### config.mk
export PLATFORM = sky130hd
export DESIGN_NAME = lcd_bus_arbiter
export DESIGN_NICKNAME = d
export VERILOG_FILES = /design/src/rtl/lcd_bus_arbiter.sv
export SDC_FILE = /design/constraint.sdc
export NUM_CORES = 1
export LEC_CHECK = 0
export ABC_AREA = 1
export BUFFER_PORTS_ARGS = -buffer_cell sky130_fd_sc_hd__buf_2
export CAP_MARGIN = 10
export CORE_ASPECT_RATIO = 0.6
export CORE_UTILIZATION = 50
export CTS_CLUSTER_DIAMETER = 120
export DETAILED_ROUTE_END_ITERATION = 6
export HOLD_SLACK_MARGIN = 0.05
export PLACE_DENSITY = 0.73
export REMOVE_ABC_BUFFERS = 1
export SETUP_SLACK_MARGIN = 0.15
export SKIP_CTS_REPAIR_TIMING = 1
export SYNTH_ARGS = -nofsm -noshare
export SYNTH_HDL_FRONTEND = slang
export SYNTH_SLANG_ARGS = --single-unit
### constraint.sdc
create_clock -name clk -period 1.55 [get_ports clk]
set_input_delay 0 -clock clk [delete_from_list [all_inputs] [get_ports clk]]
set_output_delay 0 -clock clk [all_outputs]
set_load 0.02 [all_outputs]
### src/rtl/lcd_bus_arbiter.sv
// rtl/lcd_bus_arbiter.sv - round-robin arbiter and write-timing generator for an HD44780-style LCD bus
module lcd_bus_arbiter #(
    parameter int E_HIGH_CYC    = 1000,
    parameter int E_LOW_CYC     = 1000,
    parameter int CMD_WAIT_CYC  = 5000,
    parameter int LONG_WAIT_CYC = 200000
) (
    input  logic       clk,
    input  logic       reset_btn,
    input  logic       req0_valid,
    input  logic       req0_rs,
    input  logic [7:0] req0_data,
    output logic       req0_ready,
    input  logic       req1_valid,
    input  logic       req1_rs,
    input  logic [7:0] req1_data,
    output logic       req1_ready,
    output logic       lcd_rs,
    output logic       lcd_rw,
    output logic       lcd_e,
    output logic [7:0] lcd_data,
    output logic       busy,
    output logic       last_grant
);

    // Counter must cover the longest phase and never be narrower than 18 bits.
    localparam int MAX_AB  = (E_HIGH_CYC > E_LOW_CYC) ? E_HIGH_CYC : E_LOW_CYC;
    localparam int MAX_CD  = (CMD_WAIT_CYC > LONG_WAIT_CYC) ? CMD_WAIT_CYC : LONG_WAIT_CYC;
    localparam int MAX_CYC = (MAX_AB > MAX_CD) ? MAX_AB : MAX_CD;
    localparam int CNT_W   = ($clog2(MAX_CYC + 1) > 18) ? $clog2(MAX_CYC + 1) : 18;

    // Each phase ends when the counter reaches its cycle count minus one.
    localparam logic [CNT_W-1:0] E_HIGH_LAST = CNT_W'(E_HIGH_CYC - 1);
    localparam logic [CNT_W-1:0] E_LOW_LAST  = CNT_W'(E_LOW_CYC - 1);
    localparam logic [CNT_W-1:0] CMD_LAST    = CNT_W'(CMD_WAIT_CYC - 1);
    localparam logic [CNT_W-1:0] LONG_LAST   = CNT_W'(LONG_WAIT_CYC - 1);
    localparam logic [CNT_W-1:0] CNT_ONE     = CNT_W'(1);

    typedef enum logic [2:0] {
        S_IDLE,
        S_SETUP,
        S_E_HIGH,
        S_E_LOW,
        S_WAIT
    } state_t;

    state_t           state;
    logic [CNT_W-1:0] cnt;
    logic             can_accept;
    logic             sel1;
    logic             xfer;
    logic             long_cmd;
    logic [CNT_W-1:0] wait_last;

    // The bus is write-only.
    assign lcd_rw = 1'b0;

    // Requester 1 wins when it is alone, or when both ask and requester 0 went last.
    assign sel1       = req1_valid && (!req0_valid || !last_grant);
    assign can_accept = reset_btn && (state == S_IDLE);
    assign req0_ready = can_accept && req0_valid && !sel1;
    assign req1_ready = can_accept && sel1;
    assign xfer       = req0_ready || req1_ready;

    // Clear Display and Return Home (0x01..0x03 as commands) need the long settle time.
    assign long_cmd  = !lcd_rs && ((lcd_data == 8'h01) || (lcd_data == 8'h02) || (lcd_data == 8'h03));
    assign wait_last = long_cmd ? LONG_LAST : CMD_LAST;

    // Write sequencer: latch the granted byte, then setup, E pulse, E low and settle.
    always_ff @(posedge clk or negedge reset_btn) begin
        if (!reset_btn) begin
            state      <= S_IDLE;
            cnt        <= '0;
            lcd_rs     <= 1'b0;
            lcd_e      <= 1'b0;
            lcd_data   <= 8'h00;
            busy       <= 1'b0;
            last_grant <= 1'b1;
        end else begin
            case (state)
                S_IDLE: begin
                    if (xfer) begin
                        state      <= S_SETUP;
                        cnt        <= '0;
                        busy       <= 1'b1;
                        lcd_rs     <= sel1 ? req1_rs : req0_rs;
                        lcd_data   <= sel1 ? req1_data : req0_data;
                        last_grant <= sel1;
                    end
                end
                S_SETUP: begin
                    state <= S_E_HIGH;
                    cnt   <= '0;
                    lcd_e <= 1'b1;
                end
                S_E_HIGH: begin
                    if (cnt == E_HIGH_LAST) begin
                        state <= S_E_LOW;
                        cnt   <= '0;
                        lcd_e <= 1'b0;
                    end else begin
                        cnt <= cnt + CNT_ONE;
                    end
                end
                S_E_LOW: begin
                    if (cnt == E_LOW_LAST) begin
                        state <= S_WAIT;
                        cnt   <= '0;
                    end else begin
                        cnt <= cnt + CNT_ONE;
                    end
                end
                S_WAIT: begin
                    if (cnt == wait_last) begin
                        state <= S_IDLE;
                        cnt   <= '0;
                        busy  <= 1'b0;
                    end else begin
                        cnt <= cnt + CNT_ONE;
                    end
                end
                default: begin
                    state <= S_IDLE;
                    cnt   <= '0;
                    lcd_e <= 1'b0;
                    busy  <= 1'b0;
                end
            endcase
        end
    end

endmodule

---- Yosys cells after proc, flatten, opt, wreduce, memory -nomap -nowiden ----
Index checks and enable logic that the tools add are counted.
storage, ports and cells
  input bits .............................. 22
  word-level logic and storage cells ...... 62
  bits in registers ....................... 33
cells by class
  bitwise gates (word level) .............. 2
  $add $sub $neg .......................... 1
  equal/unequal tests ..................... 13
  muxes and demuxes ....................... 17
  reduce and logical (&&, ||, !) cells .... 22
operator list
  operator                                                count
  two-way mux 18 bit                                      4
  one-hot mux 18 bit (3 select lines)                     1
  adder 18 x 1 -> 18 bit (second input constant)          1
  equality test 18 x 10 -> 1 bit (second input constant)  1
  equality test 18 bit                                    1
  equality test 8 x 2 -> 1 bit (second input constant)    2
  one-hot mux 3 bit (5 select lines)                      1
  two-way mux 3 bit                                       4
  equality test 8 x 1 -> 1 bit (second input constant)    1
  two-way mux 8 bit                                       1
  != test 2 bit (second input constant)                   4
  equality test 3 x 2 -> 1 bit (second input constant)    2
  logical AND 1 bit                                       6
  one-hot mux 1 bit (3 select lines)                      2
  OR reduction 3 bit                                      2
  zero test 1 bit                                         4
  logical OR 1 bit                                        4
  two-way mux 1 bit                                       4
  AND reduction 2 bit                                     2
  AND reduction 4 bit                                     1
  equality test 3 x 1 -> 1 bit (second input constant)    1
  equality test 3 bit (second input constant)             1
  zero test 3 bit                                         1
  AND reduction 3 bit                                     1
  other kinds (2)                                         3

---- Depth between registers and ports, before layout ----
  depth in word-level cells ............... 8
  mapped depth ............................ 13
  depth with buffers taken out ............ 13

---- Worst setup path before layout ----
Ideal clock, no wire load.
  path type ............................... register -> register
  start point ............................. register cnt[0]
  end point ............................... register cnt[12]
  setup slack ............................. 0.050 ns
  data required time ...................... 1.434 ns
  buffers on the path ..................... 0
  stages on the path, launching flop included .. 13
  data arrival time ....................... 1.384 ns
  cell sequence ........................... dfrtp_1 -> ha_1 -> nand2_1 -> inv_1 -> nand2_2 -> nor2_2 -> nand4_2 -> nor2_1 -> nand2_1 -> nand2_1 -> nor2_1 -> nand2_1 -> nand2_1
between the ends
  cells in the longest elaborated chain, start to end .. 3
RTL lines
  item                                            RTL line       source
  start: declaration                              48             logic [CNT_W-1:0] cnt;
  start signal: assignment                        102            cnt <= cnt + CNT_ONE;
  start signal: assignment                        110            cnt <= cnt + CNT_ONE;
  start signal: assignment                        119            cnt <= cnt + CNT_ONE;
  adder 18 x 1 -> 18 bit (tied with other cells)  102, 110, 119
  two-way mux 18 bit, on equally long branches    114, 97, 106
  one-hot mux 18 bit (3 select lines) *           80             case (state)
Mark *: on every way between the ends. The rest lies on a longest branch, timed or not.
A chain may end at the register's enable or synchronous reset.

---- Worst setup path after layout ----
  start point ............................. register cnt[17]
  end point ............................... register state[1]
between the ends
  cells in the longest elaborated chain, start to end .. 3
RTL lines
  item                                                                           RTL line      source
  equality test 18 x 10 -> 1 bit / equality test 18 bit (equally long branches)  97, 106, 114
  != test 2 bit (no line)                                                        --
  AND reduction 4 bit (no line) *                                                --
  end signal: assignment                                                         98            state <= S_E_LOW;
  end signal: assignment                                                         107           state <= S_WAIT;
  end signal: assignment                                                         115           state <= S_IDLE;
  end: declaration                                                               47            state_t state;
Marked as above.

==> metrics.yaml <==
setup_path:
  arrival_ps: 1890
  crit_path_start: "cnt[17]$_DFFE_PN0N_"
  cp-end-kind: "flop"
  path_depth: 9
  critical_path.top_delay_family: "simple AND/OR/NAND/NOR gates"
  crit_slowest_cell: "dfrtp_1"
  cp_max_fo: 8
  crit_top_cell: "nand2_1"
  cp-endpoint: "state[1]$_DFFE_PN0P_"
  cpPeakStageDelay_ps: 430
  worstSetupPathType: "flop to flop"
  r2r_end: "state[1]$_DFFE_PN0P_"
  reg2reg_depth: 9
  worstSetupStartpointType: "flop"
  critPathBufInv: 0
  worstReg2RegStart: "cnt[17]$_DFFE_PN0N_"
  rrSetupSlack_ps: -130
  cp_cell_sequence: "nor2_2, nand3_1, nor2_1, nand2_1, nand2_1, nand3_2, nand2_4, nand2_1, o21ai_0"
  cp.required_ps: 1750
status:
  violations: "setup timing"
  status: "finished, violations left"
clock_tree:
  cts_htree_levels: 2
  cts_sinks: 33
  cts.path.max_buffers: 2
  clk_latency_ps: 290
  cts_buffers: 5
  clock-root-buffer: "clkbuf_8"
  cts_tree: "done"
  clk_pin_slew_worst_paths_ps: 70
synthesis:
  ys_seq_elements: 33
  ys_seq_area_share_pct: 40.30
  synth_top_area_cell: "dfrtp_1"
  yosysTopAreaCellShare_pct: 39.02
  synth_area_leaders: "dfrtp_1 39%, nand2_1 18%, nor2_1 7.0%"
  syn-instance-count: 293
  ys.flop_type: "dfrtp_1"
  async_flop_share_pct: 100.0
  netlist_area_mm2: 0.002052
  synth.most_common_cell: "nand2_1"
  syn_area_per_cell_um2: 7.003
  synth_warnings: 0
  synth_edf_count: 0
  synth_cell_types: 35
  netlist_top_cells_count: "100 x nand2_1, 38 x nor2_1, 32 x dfrtp_1"
die:
  die_h_um: 51.62
  initial_core_util_pct: 54.20
  coreArea_mm2: 0.003786
  ioPinCount: 37
  rows: 17
  fp.dieW_um: 84.71
  die-area_mm2: 0.004372
detailed_routing:
  firstDrtPassIters: 5
  postRouteAntennaNets: 0
  dr.first_iter.drc_count: 247
  via_per_inst: 5.553
  via_count: 2399
  wl_um: 7259
  avgRoutedWirePerCell_um: 16.80
  drc: 0
place:
  io_buffers: 35
  dp_hpwl_um: 3746
  gp_congestion: 0.9473
final_layout:
  final_util_pct: 82.55
  nFillCells: 232
  drive_gt1_share_pct: 37.14
  area_delta_synth_final_pct: 52.32
  layout.nets: 407
  diodes: 0
power_and_ir_drop:
  totalPowerFinal_mw: 4.001
  ir_worst_vdd_uv: 934.2
  p_leak_nw: 1.544
  power_density_mw_per_mm2: 1280
timing:
  fmax_mhz: 594.2
  hold_viol_final: 0
  fin_crit_ps: 1683
  report.final.slew_viol_count: 0
  finalSetupTns_ps: -1744
  fin_skew_ps: 4.303
  period_share_pct: 108.6
  grt_setup_unrepaired: "yes"
  setup_viol: 25
  fin_ws_ps: -132.9
  whs_ps: 36.21
worst_hold_path:
  hold_path.class: "primary input to flop"
global_route:
  antenna_found_initial: 0
  grt_overflow: 0
  grt_pass1_wl_um: 8569
  track_usage_pct: 25.73
  grt_pass1_vias: 1908
  grt_max_degree: 34
run:
  drv_cap: 0
## report_power, final
part / leakage, nW / total, mW / internal, mW / switching (mW)
Sequential: 0.408 / 1.43 / 1.15 / 0.287
Clock: 0.0455 / 0.676 / 0.362 / 0.314
Combinational: 1.09 / 1.89 / 0.827 / 1.07
Total: 1.54 / 4.00 / 2.33 / 1.67
## flip-flops by register name (all words and copies together), names as in the netlist
| register | count |
|---|---|
| cnt | 18 |
| lcd_e | 1 |
| lcd_rs | 1 |
| state | 3 |
| last_grant | 1 |
| busy | 1 |
| lcd_data | 8 |
## cells by family (layout without fill, tap and decap cells)
| logic type | count (synthesis) | in the layout | share of synthesized area [%] |
|---|---|---|---|
| flip-flops | 33 | 33 | 40.31 |
| AND/OR/NAND/NOR | 184 | 185 | 39.70 |
| XOR/XNOR | 10 | 10 | 4.269 |
| AO/OA/AOI/OAI | 21 | 21 | 5.853 |
| buffers and inverters | 43 | 134 | 9.085 |
| other | 1 | 1 | 0.1828 |
| adder cells (fa/ha/maj) | 1 | 1 | 0.6097 |
## worst reg2reg max path, stage by stage (launching register included)
cell and delay, ps:
dfrtp_1 430, nor2_2 200, nand3_1 150, nor2_1 120
nand2_1 70, nand2_1 70, nand3_2 110, nand2_4 180
nand2_1 100, o21ai_0 170
## per-layer routing
metal  routed length [µm]  vias up  GRT usage (%)
met4                  180        0          7.627
met5                    0        -              0
li1                     -     1103              -
met2                 3369      141          38.08
met3                  613       19          7.460
met1                 3095     1136          36.63
## cells in the final DEF, fill, tap and decap left out, types with 2 or more instances in the layout
master	synthesis	final
clkbuf_1	2	2
o21ai_1	2	3
buf_6	2	9
inv_1	30	26
nor2_1	38	31
nand3_2	1	4
clkbuf_8	0	6
nor2_2	3	6
buf_4	2	31
nor3_2	0	2
clkinvlp_4	0	2
buf_12	0	2
nand4_1	6	6
dlygate4sd3_1	0	14
nand2_2	4	13
a31oi_1	9	2
nand2_1	100	87
nor4_1	2	2
nor3_1	4	2
nor2_4	1	5
nand3_1	18	15
buf_2	2	33
o21ai_2	0	2
a31oi_4	0	7
xor2_1	9	9
o21ai_0	7	4
dfrtp_1	32	32
nand2_4	2	6
inv_2	4	7
## layout make-up
class / instances / area, µm² / area share, %
tap: 47 / 58.81 / 1.882
sequential: 33 / 827.0 / 26.46
inverter: 35 / 137.6 / 4.404
timing repair buffer: 90 / 704.4 / 22.54
clock buffer: 8 / 90.09 / 2.882
timing repair inverter: 1 / 7.507 / 0.2402
multi-input combinational: 218 / 1300 / 41.59
## worst min-delay path by stage
stage                      start                 endpoint  depth (start not counted)
floorplan              reset_btn         busy$_DFFE_PN0P_                          0
global placement       reset_btn  lcd_data[0]$_DFFE_PN0P_                          2
detailed placement     reset_btn  lcd_data[0]$_DFFE_PN0P_                          2
CTS                    reset_btn  lcd_data[0]$_DFFE_PN0P_                          2
global route        req1_data[7]  lcd_data[7]$_DFFE_PN0P_                          3
finish                   req1_rs       lcd_rs$_DFFE_PN0P_                          3
## stage by stage
step / area, µm² / std cells / setup slack [ps]
after floorplan: 1997 / 285 / -303.6
after global placement: 2456 / 397 / -1.074
after global routing: 3126 / 432 / -185.8
after detailed placement: 2456 / 397 / -64.16
after CTS: 2546 / 405 / -92.00
final: 3126 / 432 / -132.9
Note: power is estimated with default switching activity, not from simulation.
